## src/rtl/ps2_direction_decoder.sv

```systemverilog
// PS/2 set-2 scan-code decoder that turns make/break sequences into held direction bits for two players.
// Latency: one cycle. Every output is registered and updates on the edge that accepts a byte.
// Backpressure: none. One byte is consumed per rising edge of key_strobe, and a held strobe is not re-consumed.
module ps2_direction_decoder #(
  parameter int PREFIX_TIMEOUT = 1_000_000
) (
  input  logic       clock,
  input  logic       reset,
  input  logic [7:0] key_data,
  input  logic       key_strobe,
  output logic       p0_up,
  output logic       p0_right,
  output logic       p0_down,
  output logic       p0_left,
  output logic       p1_up,
  output logic       p1_right,
  output logic       p1_down,
  output logic       p1_left,
  output logic [7:0] last_code,
  output logic       seq_error
);

  localparam int CW = $clog2(PREFIX_TIMEOUT + 1);

  localparam logic [7:0] CODE_EXT = 8'hE0;
  localparam logic [7:0] CODE_BRK = 8'hF0;

  typedef enum logic [1:0] {
    IDLE,
    EXT,
    BRK,
    EXT_BRK
  } state_t;

  state_t          state;
  logic            key_strobe_q;
  logic [CW-1:0]   tmo_cnt;
  // Direction bits per player, one-hot or zero. Bit order: up, right, down, left.
  logic [3:0]      p0_dir;
  logic [3:0]      p1_dir;

  logic            accept;
  logic            tmo_fire;
  logic            plain_hit;
  logic            ext_hit;
  logic [3:0]      plain_oh;
  logic [3:0]      ext_oh;

  assign accept = key_strobe & ~key_strobe_q;
  // The timeout fires on the edge where the idle count would reach PREFIX_TIMEOUT.
  assign tmo_fire = (state != IDLE) && (tmo_cnt == CW'(PREFIX_TIMEOUT - 1));

  assign p0_up    = p0_dir[0];
  assign p0_right = p0_dir[1];
  assign p0_down  = p0_dir[2];
  assign p0_left  = p0_dir[3];
  assign p1_up    = p1_dir[0];
  assign p1_right = p1_dir[1];
  assign p1_down  = p1_dir[2];
  assign p1_left  = p1_dir[3];

  // Map the incoming byte to a one-hot direction for both the plain (WDSA) and extended (arrow) tables.
  always_comb begin
    plain_oh = 4'b0000;
    ext_oh   = 4'b0000;
    case (key_data)
      8'h1D:   plain_oh = 4'b0001;
      8'h23:   plain_oh = 4'b0010;
      8'h1B:   plain_oh = 4'b0100;
      8'h1C:   plain_oh = 4'b1000;
      default: plain_oh = 4'b0000;
    endcase
    case (key_data)
      8'h75:   ext_oh = 4'b0001;
      8'h74:   ext_oh = 4'b0010;
      8'h72:   ext_oh = 4'b0100;
      8'h6B:   ext_oh = 4'b1000;
      default: ext_oh = 4'b0000;
    endcase
    plain_hit = |plain_oh;
    ext_hit   = |ext_oh;
  end

  // Sequence FSM, prefix timeout and registered direction/debug outputs.
  always_ff @(posedge clock or posedge reset) begin
    if (reset) begin
      state        <= IDLE;
      key_strobe_q <= 1'b0;
      tmo_cnt      <= '0;
      p0_dir       <= 4'b0000;
      p1_dir       <= 4'b0000;
      last_code    <= 8'h00;
      seq_error    <= 1'b0;
    end else begin
      key_strobe_q <= key_strobe;
      seq_error    <= 1'b0;
      if (accept) begin
        // An accepted byte always beats a timeout that would fire in the same cycle.
        tmo_cnt   <= '0;
        last_code <= key_data;
        case (state)
          IDLE: begin
            if (key_data == CODE_EXT) begin
              state <= EXT;
            end else if (key_data == CODE_BRK) begin
              state <= BRK;
            end else if (plain_hit) begin
              p0_dir <= plain_oh;
            end
          end
          EXT: begin
            if (key_data == CODE_BRK) begin
              state <= EXT_BRK;
            end else if (key_data != CODE_EXT) begin
              if (ext_hit) begin
                p1_dir <= ext_oh;
              end
              state <= IDLE;
            end
          end
          BRK: begin
            if (plain_hit) begin
              p0_dir <= p0_dir & ~plain_oh;
              state  <= IDLE;
            end else if (key_data == CODE_EXT) begin
              state <= EXT_BRK;
            end else if (key_data != CODE_BRK) begin
              state     <= IDLE;
              seq_error <= 1'b1;
            end
          end
          EXT_BRK: begin
            if (ext_hit) begin
              p1_dir <= p1_dir & ~ext_oh;
            end else begin
              seq_error <= 1'b1;
            end
            state <= IDLE;
          end
          default: state <= IDLE;
        endcase
      end else if (state != IDLE) begin
        if (tmo_fire) begin
          // Abandon the partial prefix but leave the held directions alone.
          state     <= IDLE;
          tmo_cnt   <= '0;
          seq_error <= 1'b1;
        end else begin
          tmo_cnt <= tmo_cnt + 1'b1;
        end
      end
    end
  end

endmodule

```

## config.mk

```make
export PLATFORM = sky130hd
export DESIGN_NAME = ps2_direction_decoder
export DESIGN_NICKNAME = d
export VERILOG_FILES = /design/src/rtl/ps2_direction_decoder.sv
export SDC_FILE = /design/constraint.sdc
export NUM_CORES = 1
export LEC_CHECK = 0
export ABC_CLOCK_PERIOD_IN_PS = 4700
export CORE_UTILIZATION = 40
export CTS_BUF_LIST = sky130_fd_sc_hd__clkbuf_8
export DETAILED_ROUTE_END_ITERATION = 8
export PLACE_DENSITY_LB_ADDON = 0.3
export SLEW_MARGIN = 20
export SYNTH_ARGS = -nofsm -noshare
export SYNTH_HDL_FRONTEND = slang
export SYNTH_SLANG_ARGS = --single-unit
```

## constraint.sdc

```tcl
create_clock -name clock -period 4.7 [get_ports clock]
set_clock_uncertainty 0.05 [all_clocks]
set_input_delay 1.41 -clock clock [delete_from_list [all_inputs] [get_ports clock]]
set_output_delay 1.41 -clock clock [all_outputs]
set_load 0.05 [all_outputs]
```

==> After elaboration in Yosys (flattened, before gate mapping) <==
Index checks and enable logic that the tools add are counted.
{ "totals": {"reg_bits": 40, "latchBits": 0, "ram_bits": 0, "romBits": 0, "input_bits": 11, "out_inout_bits": 17, "word_cells": 87, "mem_count": 0} }
{ "op_classes": {"n_addsub": 1, "mul": 0, "n_div": 0, "order_cmp": 0, "n_eq_ne": 27, "n_shift": 0, "n_mux": 34, "bitwise": 6, "n_reduce_logical": 12} }
{ "ops": {"columns": ["cell", "count"], "rows": [
  ["$mux 20", 3],
  ["$eq 8x7->1 const B", 4],
  ["$mux 4", 8],
  ["$pmux 4 s4", 2],
  ["$eq 8x5->1 const B", 3],
  ["$add 20x1->20 const B", 1],
  ["$eq 20x20->1 const B", 1],
  ["$mux 2", 10],
  ["$eq 8x8->1 const B", 2],
  ["$ne 2x2->1 const B", 8],
  ["$ne 8x8->1 const B", 2],
  ["$pmux 4 s2", 2],
  ["$reduce_and 6->1", 2],
  ["$reduce_bool 2->1", 5],
  ["$and 4x4->4", 2],
  ["$eq 8x6->1 const B", 1],
  ["$ne 4x4->1 const B", 2],
  ["$not 4->4", 2],
  ["$pmux 2 s4", 1],
  ["$reduce_or 4->1", 2],
  ["$mux 1", 7],
  ["$ne 5x5->1 const B", 1],
  ["$reduce_and 5->1", 1],
  ["$eq 2x2->1 const B", 2],
  ["6 further kinds", 6]
]} }

==> Longest topological paths before layout <==
{ "depth": {"word_depth": 7, "ltp_mapped": 6, "mapped_depth_nobuf": 6} }

==> Worst setup path after synthesis <==
OpenSTA, ideal clock, no wires.
{ "synth_timing": {"path_type": "in2reg", "from": "input key_data[3]", "to": "register p0_dir[0]", "setup_time_ns": 0.083, "t_arrival_ns": 3.142, "t_required_ns": 4.567, "slack_ns": 1.425, "cell_stages": 6, "path_buffers": 1, "path_cell_list": "buf_6 -> or4b_1 -> or3_4 -> a221o_1 -> or3_1 -> o21ai_0"} }
{ "synth_via": {"elab_chain_cells": 6, "elab_cells_between_ends": 20, "classes_between": "10 x eq/ne; 6 x mux; 2 x bitwise; 2 x reduce/logical"} }
{ "synth_lines": {"columns": ["item", "line_no", "rtl"], "rows": [
  ["from (decl)", "9", "input logic [7:0] key_data,"],
  ["$eq 8x5->1 / $eq 8x6->1 (equally long branches)", "66", "case (key_data)"],
  ["$pmux 4 s4", "66", null],
  ["$mux 4 / $not 4->4 (equally long branches)", "107, 123", null],
  ["$mux 4 / $and 4x4->4 (equally long branches)", "105, 123", null],
  ["$mux 4, on equally long branches", "103, 122", null],
  ["$pmux 4 s2", "101", "case (state)"],
  ["to (signal assigned)", "108", "p0_dir <= plain_oh;"],
  ["to (signal assigned)", "123", "p0_dir <= p0_dir & ~plain_oh;"],
  ["to (decl)", "39", "logic [3:0] p0_dir;"]
]} }
Parallel ways exist; a longest one is shown, timed or not. The select of a mux whose other input is x is not followed.
A chain may end at the register's enable or synchronous reset.

==> Final worst setup path <==
Same ends and word-level chain as after synthesis.

==> results.yml <==
worst_setup_path:
  worstPathRequired_ns: 4.87
  slowest_delay_ns: 0.58
  startpoint_type: "input pin"
  path_cells: "clkdlybuf4s50_1 -> or4b_1 -> or3_4 -> a221o_1 -> or3_1 -> o21ai_0"
  path_class: "in -> reg"
  worstPathArrival_ns: 3.71
  crit_family: "simple AND/OR/NAND/NOR gates"
  slowest_stage: "or4b_1"
  crit_path_end_kind: "flip-flop"
  path_buf_inv: 1
  worstPathMaxFanout: 10
clock_tree:
  cts_root_buffer: "clkbuf_8"
  clk_path_buf_depth: 2
  numCtsBuffers: 5
  hold_buffers: 0
  cts_setup_buffers: 0
  cts_resized: 0
  insertion_delay_ns: 0.30
  cts_max_level: 2
  cts.sink_count: 40
  clk_pin_slew_ns: 0.07
  cts_tree: "yes"
synthesis:
  postSynthAreaPerCell_um2: 8.88
  synth_cell_types: 45
  netlist_area_mm2: 0.00215
  synth_edf_count: 0
  synthDominantCellAreaShare_pct: 46.6
  synthArstFlopShare_pct: 100
  synth_nets: 254
  yosysMostFrequentCell: "nand2_1"
  synthCells: 242
  yosysTopAreaCell: "dfrtp_1"
  ys_ff_latch: 40
  synth_ff_type: "dfrtp_1"
  synth_warnings: 0
  synth.area.top_cells: "dfrtp_1, nand2_1, nor2_1, xor2_1, o21ai_0"
  synth_common_cells: "nand2_1, dfrtp_1, nor2_1, o21ai_0, nand3_1"
  yosysSeqAreaShare_pct: 46.6
floorplan:
  die_area_mm2: 0.00567
  die_x_um: 75.3
  rows: 26
  initial_core_util_pct: 41.8
  die_y_um: 75.3
  core_mm2: 0.00514
  io_pins: 28
sta:
  tightest_slew_ns: 0.722
  fin_crit_ns: 3.54
  rsz0062_at_grt: "false"
  drv_slew: 0
  slew-limit-headroom_pct: 51.5
  report.final.setup_viol: 0
  fin_setup_tns_ns: 0
  finalHoldViolCount: 0
  period_share_pct: 75.3
  fmax_mhz: 282
finish:
  areaGrowthSynthToFinish_pct: 21.6
  layout-drive-gt1-share_pct: 6.30
  layoutNonFillerInstCount: 340
  antenna_cells: 0
  utilization_pct: 50.8
  final_design_area_no_fill_mm2: 0.00261
  nNetsFinal: 282
power_and_ir_drop:
  power_leakage_nw: 1.12
  ir_drop_mv: 0.190
  p_total_w: 0.000820
  powerDensity_mw_per_mm2: 314
placed_design:
  dp.cells: 333
  hpwlAfterDp_mm: 3.44
  placed_area_mm2: 0.00248
  gp_congestion: 0.852
  numPortBuffers: 27
job:
  drv_cap: 0
global_route:
  grt_first_pass_wirelength_mm: 8.36
  grt_pass1_vias: 1720
  grt_remaining_overflow: 0
  grt_max_degree: 41
  grt_antenna_before_repair: 0
  grt.total_usage_pct: 19.9
hold_path:
  worstHoldPathType: "reg -> reg"
detailed_routing:
  drc: 0
  routed_wl_mm: 4.90
  wl_per_cell_um: 14.4
  drt_iter0_markers: 150
  via_count: 1852
  vias_per_cell: 5.45
  ant_nets: 0
  dr.pass1.iters: 5
outcome:
  status: "finished clean"
-- cell usage in the layout, fill, tap and decap left out, drive strengths merged, types with 3 or more instances in the layout --
master          n
nand3b          3
nor2b           5
inv             5
or3             7
nor2           22
nand3          11
a21oi           7
dfrtp          40
nand2          45
o31ai           4
or4b            3
clkdlybuf4s50  27
clkbuf          5
nand4           7
and3            4
xor2            9
xnor2           4
a31oi           3
o21ai          14
nand2b          5
nor3            6
-- flip-flops by register name (all words and copies together) (netlist names) --
| signal | cells |
|---|---|
| key_strobe_q | 1 |
| tmo_cnt | 20 |
| seq_error | 1 |
| p1_dir | 4 |
| state | 2 |
| last_code | 8 |
| p0_dir | 4 |
-- tightest hold or removal path: stages (launching register included) --
cell	delay (ns)
dfrtp_1	0.35
nand2_1	0.05
nand2_1	0.05
-- kinds of logic (layout without fill, tap and decap cells) --
logic type,Yosys count,after routing,synth area share (%)
and+or+nand+nor,131,131,31.3
AOI/OAI and AO/OA,43,43,13.0
DFF,40,40,46.6
xor gates and xnor gates,13,13,5.30
buffers and inverters,13,41,2.62
adders and majority gates,1,1,0.582
muxes,1,1,0.524
-- where the power goes --
group	leakage [nW]	internal [W]	total [W]	switching, W
Clock	0.0642	0.000209	0.000333	0.000124
Combinational	0.528	0.0000394	0.000122	0.0000827
Sequential	0.530	0.000357	0.000365	0.00000790
Total	1.12	0.000606	0.000820	0.000214
-- per-stage QoR --
stage / setup slack [ns] / hold slack [ns]
floorplan: 1.43 / 0.456
global placement: 0.912 / 0.414
detailed placement: 0.862 / 0.412
CTS: 1.18 / 0.440
global route: 0.983 / 0.461
finish: 1.16 / 0.434
-- area by class of cell --
type	count	area, um^2
sequential	40	1000
inverter	5	18.8
tap	70	87.6
multi-input combinational	189	1090
clock buffer	5	68.8
fill	522	2530
timing repair buffer	29	285
clock inverter	2	60.1
-- per-layer routing --
metal / global-route usage, % / wire (um) / up-vias
li1: - / - / 913
met1: 27.7 / 2370 / 882
met2: 30.7 / 2230 / 50
met3: 3.88 / 236 / 7
met4: 7.61 / 68 / 0
met5: 0 / 0 / -
-- final timing paths --
| kind | startpoint | endpoint | slack [ns] | depth (start not counted) |
|---|---|---|---|---|
| worst max-delay path | key_data[3] | p0_dir[0] | 1.16 | 6 |
| worst min-delay path | last_code[7] | last_code[7] | 0.43 | 2 |
| min in group asynchronous | reset | tmo_cnt[4] | 1.48 | 3 |
| worst max register to register | tmo_cnt[12] | state[1] | 2.27 | 5 |
| max in group asynchronous | reset | key_strobe_q | 2.77 | 3 |
| worst min register to register | last_code[7] | last_code[7] | 0.43 | 2 |
No activity file was read; power rests on OpenSTA's default activity.
